**src/rtl/serial_addsub.sv**
```systemverilog
// Digit-serial two's-complement adder/subtractor, DIGIT bits per clock,
// with valid/ready on both sides and carry/borrow/overflow/zero flags.
//
// state | meaning
// IDLE  | waiting for operands, in_ready=1
// RUN   | one DIGIT-bit slice summed per clock, N clocks total
// DONE  | result and flags presented, held until out_ready
module serial_addsub #(
    parameter int WIDTH = 8,
    parameter int DIGIT = 2
) (
    input  logic             clk,
    input  logic             rst_n,
    input  logic             in_valid,
    output logic             in_ready,
    input  logic [WIDTH-1:0] a,
    input  logic [WIDTH-1:0] b,
    input  logic             sub,
    output logic             out_valid,
    input  logic             out_ready,
    output logic [WIDTH-1:0] result,
    output logic             cout,
    output logic             borrow,
    output logic             ovf,
    output logic             zero
);

    generate
        if (DIGIT < 1 || (WIDTH % DIGIT) != 0) begin : g_bad_digit
            $error("serial_addsub: DIGIT must divide WIDTH exactly");
        end
    endgenerate

    localparam int N  = WIDTH / DIGIT;
    localparam int CW = $clog2(N) + 1;
    localparam logic [CW-1:0] LAST = CW'(N - 1);

    typedef enum logic [1:0] {IDLE, RUN, DONE} state_t;

    state_t            r_state;
    state_t            w_state_nxt;
    logic              w_accept;
    logic              w_last;

    logic [CW-1:0]     r_cnt;
    logic              r_carry;
    logic              r_sub;
    logic [WIDTH-1:0]  r_a;
    logic [WIDTH-1:0]  r_b;
    logic [WIDTH-1:0]  r_acc;
    logic [WIDTH-1:0]  r_result;
    logic              r_cout;
    logic              r_borrow;
    logic              r_ovf;
    logic              r_zero;

    logic [DIGIT:0]    w_dsum;
    logic              w_cmsb;
    logic [WIDTH-1:0]  w_acc_nxt;
    logic [WIDTH-1:0]  w_a_shift;
    logic [WIDTH-1:0]  w_b_shift;

    always_ff @(posedge clk or negedge rst_n) begin
        if (!rst_n) begin
            r_state <= IDLE;
        end else begin
            r_state <= w_state_nxt;
        end
    end

    always_comb begin
        w_state_nxt = r_state;
        in_ready    = 1'b0;
        out_valid   = 1'b0;
        w_accept    = 1'b0;
        w_last      = 1'b0;
        case (r_state)
            IDLE: begin
                in_ready = 1'b1;
                if (in_valid) begin
                    w_accept    = 1'b1;
                    w_state_nxt = RUN;
                end
            end
            RUN: begin
                if (r_cnt == LAST) begin
                    w_last      = 1'b1;
                    w_state_nxt = DONE;
                end
            end
            DONE: begin
                out_valid = 1'b1;
                if (out_ready) begin
                    w_state_nxt = IDLE;
                end
            end
            default: w_state_nxt = IDLE;
        endcase
    end

    assign w_dsum = {1'b0, r_a[DIGIT-1:0]} + {1'b0, r_b[DIGIT-1:0]}
                  + {{DIGIT{1'b0}}, r_carry};
    // Carry into the top bit of the slice recovered from sum = a ^ b ^ cin.
    assign w_cmsb = w_dsum[DIGIT-1] ^ r_a[DIGIT-1] ^ r_b[DIGIT-1];

    generate
        if (N == 1) begin : g_single
            assign w_acc_nxt = w_dsum[DIGIT-1:0];
            assign w_a_shift = '0;
            assign w_b_shift = '0;
        end else begin : g_multi
            assign w_acc_nxt = {w_dsum[DIGIT-1:0], r_acc[WIDTH-1:DIGIT]};
            assign w_a_shift = {{DIGIT{1'b0}}, r_a[WIDTH-1:DIGIT]};
            assign w_b_shift = {{DIGIT{1'b0}}, r_b[WIDTH-1:DIGIT]};
        end
    endgenerate

    always_ff @(posedge clk or negedge rst_n) begin
        if (!rst_n) begin
            r_cnt    <= '0;
            r_carry  <= 1'b0;
            r_sub    <= 1'b0;
            r_a      <= '0;
            r_b      <= '0;
            r_acc    <= '0;
            r_result <= '0;
            r_cout   <= 1'b0;
            r_borrow <= 1'b0;
            r_ovf    <= 1'b0;
            r_zero   <= 1'b0;
        end else if (w_accept) begin
            r_a     <= a;
            r_b     <= sub ? ~b : b;
            r_sub   <= sub;
            r_carry <= sub;
            r_cnt   <= '0;
            r_acc   <= '0;
        end else if (r_state == RUN) begin
            r_a     <= w_a_shift;
            r_b     <= w_b_shift;
            r_acc   <= w_acc_nxt;
            r_carry <= w_dsum[DIGIT];
            r_cnt   <= w_last ? '0 : r_cnt + 1'b1;
            // Output registers only move on the final slice, so a partial sum is never visible.
            if (w_last) begin
                r_result <= w_acc_nxt;
                r_cout   <= w_dsum[DIGIT];
                r_borrow <= r_sub & ~w_dsum[DIGIT];
                r_ovf    <= w_cmsb ^ w_dsum[DIGIT];
                r_zero   <= (w_acc_nxt == '0);
            end
        end
    end

    assign result = r_result;
    assign cout   = r_cout;
    assign borrow = r_borrow;
    assign ovf    = r_ovf;
    assign zero   = r_zero;

endmodule

```
**config.mk**
```make
export PLATFORM = sky130hd
export DESIGN_NAME = serial_addsub
export DESIGN_NICKNAME = d
export VERILOG_FILES = /design/src/rtl/serial_addsub.sv
export SDC_FILE = /design/constraint.sdc
export NUM_CORES = 1
export LEC_CHECK = 0
export CORE_UTILIZATION = 45
export DETAILED_ROUTE_END_ITERATION = 8
export GPL_TIMING_DRIVEN = 0
export HOLD_SLACK_MARGIN = 0.03
export PLACE_DENSITY = 0.71
export SLEW_MARGIN = 20
export SYNTH_ARGS = -nofsm -noshare
export SYNTH_HDL_FRONTEND = slang
export SYNTH_SLANG_ARGS = --single-unit
export TNS_END_PERCENT = 1
```
**constraint.sdc**
```tcl
create_clock -name clk -period 2.26 [get_ports clk]
set_input_delay 0.226 -clock clk [delete_from_list [all_inputs] [get_ports clk]]
set_output_delay 0.226 -clock clk [all_outputs]
set_load 0.01 [all_outputs]
```
After elaboration in Yosys (flattened, before gate mapping)
Cells that the tools add are included.

$add $sub $neg: 3. Bitwise operators: 7. Eq/ne operators: 6. Muxes and demuxes: 22. Reduce and logical (&&, ||, !) cells: 5.

Operator list (number): $mux 8 (7); $mux 3 (3); $logic_not 8->1 (1); $mux 1 (8); $not 8->8 (1); $mux 2 (3); $ne 2x2->1 const B (3); $pmux 2 s3 (1); $reduce_and 3->1 (2); $add 2x2->3 (1); $add 3x1->3 (1); $add 3x1->3 const B (1); $eq 3x2->1 const B (1); $xor 1x1->1 (3); $eq 2x1->1 const B (1); $eq 2x2->1 const B (1); $logic_not 2->1 (1); $not 1->1 (2); $reduce_bool 2->1 (1); $and 1x1->1 (1).

Output and inout bits: 14. Logic and storage cells: 55. Bits in registers: 43.

Depth between registers and ports, before layout
Gate-level depths: netlist of run 1.

Depth after elaboration: 6. Depth in mapped cells: 7.

Least setup slack after synthesis of run 1
No wires, ideal clock.

Path kind: reg-to-reg. Start: reg r_carry. End: reg r_ovf (netlist: ovf). Buffers on the path: 0. Setup time: 0.131 ns. Arrival time: 1.688 ns. Stages on the path, launching flop included: 8. Path slack: 0.442 ns. Path through: dfrtp_1 inv_1 fa_1 inv_1 fa_1 xnor2_1 xnor2_1 o21ai_0.

Word-level cells in the longest chain between the ends: 4.

RTL lines: start: declaration (RTL line 46) `logic r_carry;`; start signal: assignment (RTL line 135) `r_carry <= sub;`; start signal: assignment (RTL line 142) `r_carry <= w_dsum[DIGIT];`; $add 3x1->3 (RTL line 102) `+ {{DIGIT{1'b0}}, r_carry};`; net w_dsum[1] (RTL line 57) `logic [DIGIT:0] w_dsum;`; $xor 1x1->1 (2 in a row) (RTL line 104) `assign w_cmsb = w_dsum[DIGIT-1] ^ r_a[DIGIT-1] ^ r_b[DIGIT-1];`; $xor 1x1->1 (RTL line 149) `r_ovf <= w_cmsb ^ w_dsum[DIGIT];`; end signal: assignment (RTL line 149); end: declaration (RTL line 54) `logic r_ovf;`.

The timed path passes the listed nets, and every way through them passes these cells. A chain may end at the register's enable or synchronous reset.

Worst setup path after layout of run 1
Same ends and word-level chain as after synthesis.

==> run_results.csv, run 1 <==
group,metric,value,unit
outcome,status,"finished, final reports clean",
sta,hold_viol,0,
routing,vias,1440,
global_route,grt_pass1_wl,6.40,mm
cells_and_area,drive_above_1_share,0.0890,
die,rows,23,
place,preCtsSetupSlack,347,ps
die,top_level_ports,35,
job,drv_cap,0,
sta,slew_viol_final,0,
routing,drc,0,
synthesis,synthesis.nets,217,
place,hpwl,2.54,mm
pwr,total_leakage_power,0.00117,µW
global_route,grt_max_degree,31,
cells_and_area,mostFrequentLayoutCell,"nand2_1",
routing,drt-pass1-iter-count,4,
clock_network,path_clk_slew,80,ps
pwr,comb_power_share,0.435,
synthesis,synthArstFlopShare,1.00,
clock_network,clk_latency,290,ps
sta,max_freq,515,MHz
pwr,pwr-share-seq,0.362,
die,die_area,4440,µm²
cells_and_area,diodes,0,
worst_setup_path,worstSetupEndpointType,"register",
global_route,antenna_found_initial,0,
routing,ant_nets,0,
clock_network,cts-root-buf,"clkbuf_8",
sta,rsz0062_at_grt,"no",
die,die_w,66.6,µm
clock_network,cts_tree,"done",
synthesis,synth.avg_cell_area,9.73,µm²
worst_setup_path,cp.arrival,2110,ps
die,start_util,0.470,
worst_setup_path,crit_required,2430,ps
pwr,ir_worst_vdd,0.725,mV
worst_setup_path,path_class,"register to register",
worst_setup_path,path_max_fanout,4,
synthesis,synth_warnings,0,
cells_and_area,nets,259,
synthesis,synthDistinctLibCells,32,
clock_network,cts_buffers,5,
sta,final.setup_skew,3.92,ps
synthesis,syn_area,1880,µm²
global_route,track_usage,0.194,
routing,wire_per_inst,12.3,µm
synthesis,synth_enable_flop_cells,0,
sta,min_period,1940,ps
die,die_h,66.6,µm
pwr,p_clk_frac,0.203,
cells_and_area,layout_common_cells,"nand2_1, dfrtp_1, clkdlybuf4s50_1",
die,coreArea,4000,µm²
routing,drtIter0Drc,61,
worst_setup_path,crit_start,"r_carry$_DFFE_PN0P_",
cells_and_area,finalInstanceArea,2430,µm²
sta,maxSlewHeadroom,0.521,
pwr,swShare,0.353,
sta,tightest_slew,716,ps
pwr,p_total,3400,µW
place,gp_congestion,0.760,
synthesis,ys_seq_area_frac,0.546,
synthesis,ys_seq_elements,41,
routing,via_per_inst,5.03,
sta,setup_slack,318,ps
pwr,switchingPower,1200,µW
pwr,intPower,2200,µW
place,port_buffers,33,
pwr,power_density,1400,nW/µm²
min_path,hold_path_class,"primary input to asynchronous set/reset pin",
synthesis,ys.flop_type,"dfrtp_1",
clock_network,cts_num_sinks,41,
cells_and_area,final_util,0.607,
cells_and_area,area_growth,29.4,%
clock_network,clk_path_buf_depth,2,
clock_network,htree_levels,2,
synthesis,synthCells,193,
worst_setup_path,r2r-start,"r_carry$_DFFE_PN0P_",
routing,routed_wl,3.51,mm
global_route,grt_pass1_vias,1440,
place,placed_cell_area,2290,µm²
global_route,grt_remaining_overflow,0,
sta,setup_viol,0,
sta,timing.final.crit_share,0.859,
worst_setup_path,start_kind,"register",
clock_network,cts-resized-gates,0,
## cell type report
type | count | area (µm²)
fill | 349 | 1570
sequential | 41 | 1030
multi-input combinational | 134 | 747
timing repair buffer | 35 | 355
buffer | 13 | 86.3
clock buffer | 5 | 68.8
clock inverter | 3 | 65.1
tap | 50 | 62.6
inverter | 5 | 18.8
## synthesized netlist by cell type (all sizes together), types with 2 or more instances
master | count | area share
fa | 2 | 0.021
nor2b | 2 | 0.0067
a221o | 5 | 0.027
nand2b | 2 | 0.0067
clkbuf | 3 | 0.0060
inv | 5 | 0.010
xor2 | 2 | 0.0093
nand2 | 64 | 0.13
a22oi | 6 | 0.024
buf | 10 | 0.040
nand3 | 12 | 0.032
xnor2 | 9 | 0.042
dfrtp | 41 | 0.55
o21ai | 7 | 0.019
nor2 | 7 | 0.014
a31oi | 2 | 0.0067
## worst max-delay path, cell delays in order (launching register included)
cell and delay, ps:
dfrtp_1 360, inv_1 60, fa_1 410, inv_1 70, fa_1 480, xnor2_1 220, xnor2_1 130, o21ai_0 80
## power by group through the flow
stage          combinational [µW]  clock (µW)  sequential (µW)
2_1_floorplan                 955           0             1250
3_3_place_gp                 1460           0             1230
3_5_place_dp                 1500           0             1250
4_1_cts                      1500         703             1230
5_1_grt                      1660         732             1270
6_report                     1480         691             1230
## per-layer routing
| metal | global-route usage | vias to the layer above | wire length [µm] |
|---|---|---|---|
| met2 | 0.326 | 44 | 1660 |
| met1 | 0.243 | 671 | 1660 |
| met5 | 0 | - | 0 |
| met4 | 0.0798 | 0 | 48 |
| met3 | 0.0360 | 4 | 150 |
| li1 | - | 721 | - |
## through the flow
stage / setup TNS, ps / hold slack (ps) / cells
after CTS: 0 / 334 / 286
final: 0 / 330 / 286
after global placement: -2410 / 451 / 276
after detailed placement: 0 / 121 / 277
after floorplan: 0 / -69.6 / 193
after global routing: 0 / 370 / 286
## what timing repair did
action | in CTS | in global routing
hold buffers | 1 | 0
setup buffers | 0 | 0
hold endpoints to repair | 11 | 0
## final timing paths
| check | endpoint | slack (ps) | cells after the start |
|---|---|---|---|
| max in group asynchronous | r_state[0]$_DFFE_PN0P_ | 1490 | 3 |
| setup reg to reg | ovf$_DFFE_PN0P_ | 320 | 7 |
| min in group clk | r_b[7]$_DFFE_PN0P_ | 360 | 3 |
| hold / removal | result[1]$_DFFE_PN0P_ | 330 | 2 |
| setup / recovery | ovf$_DFFE_PN0P_ | 320 | 7 |
| hold reg to reg | result[1]$_DFFE_PN0P_ | 480 | 2 |
## sequential cells by signal, summed over array words and instances (netlist names), 2 cells and up
signal	cells
r_b	8
r_state	2
result	8
r_a	8
r_cnt	3
r_acc	6
## cell families (layout without fill, tap and decap cells)
logic type / count (synthesis) / count (layout) / share of synthesized area
buffers and inverters: 18 / 61 / 0.0560
xor gates and xnor gates: 11 / 11 / 0.0513
and+or+nand+nor: 97 / 97 / 0.232
adders and majority gates: 3 / 3 / 0.0280
AOI/OAI and AO/OA: 23 / 23 / 0.0866
DFF: 41 / 41 / 0.546
Note: power is estimated with default switching activity, not from simulation.
==> inputs of run 2 (changes only) <==
Settings changed: GPL_ROUTABILITY_DRIVEN set to 1.
==> results of run 2 <==
Same layout as run 1: the final DEF is identical, and so are final timing and power.
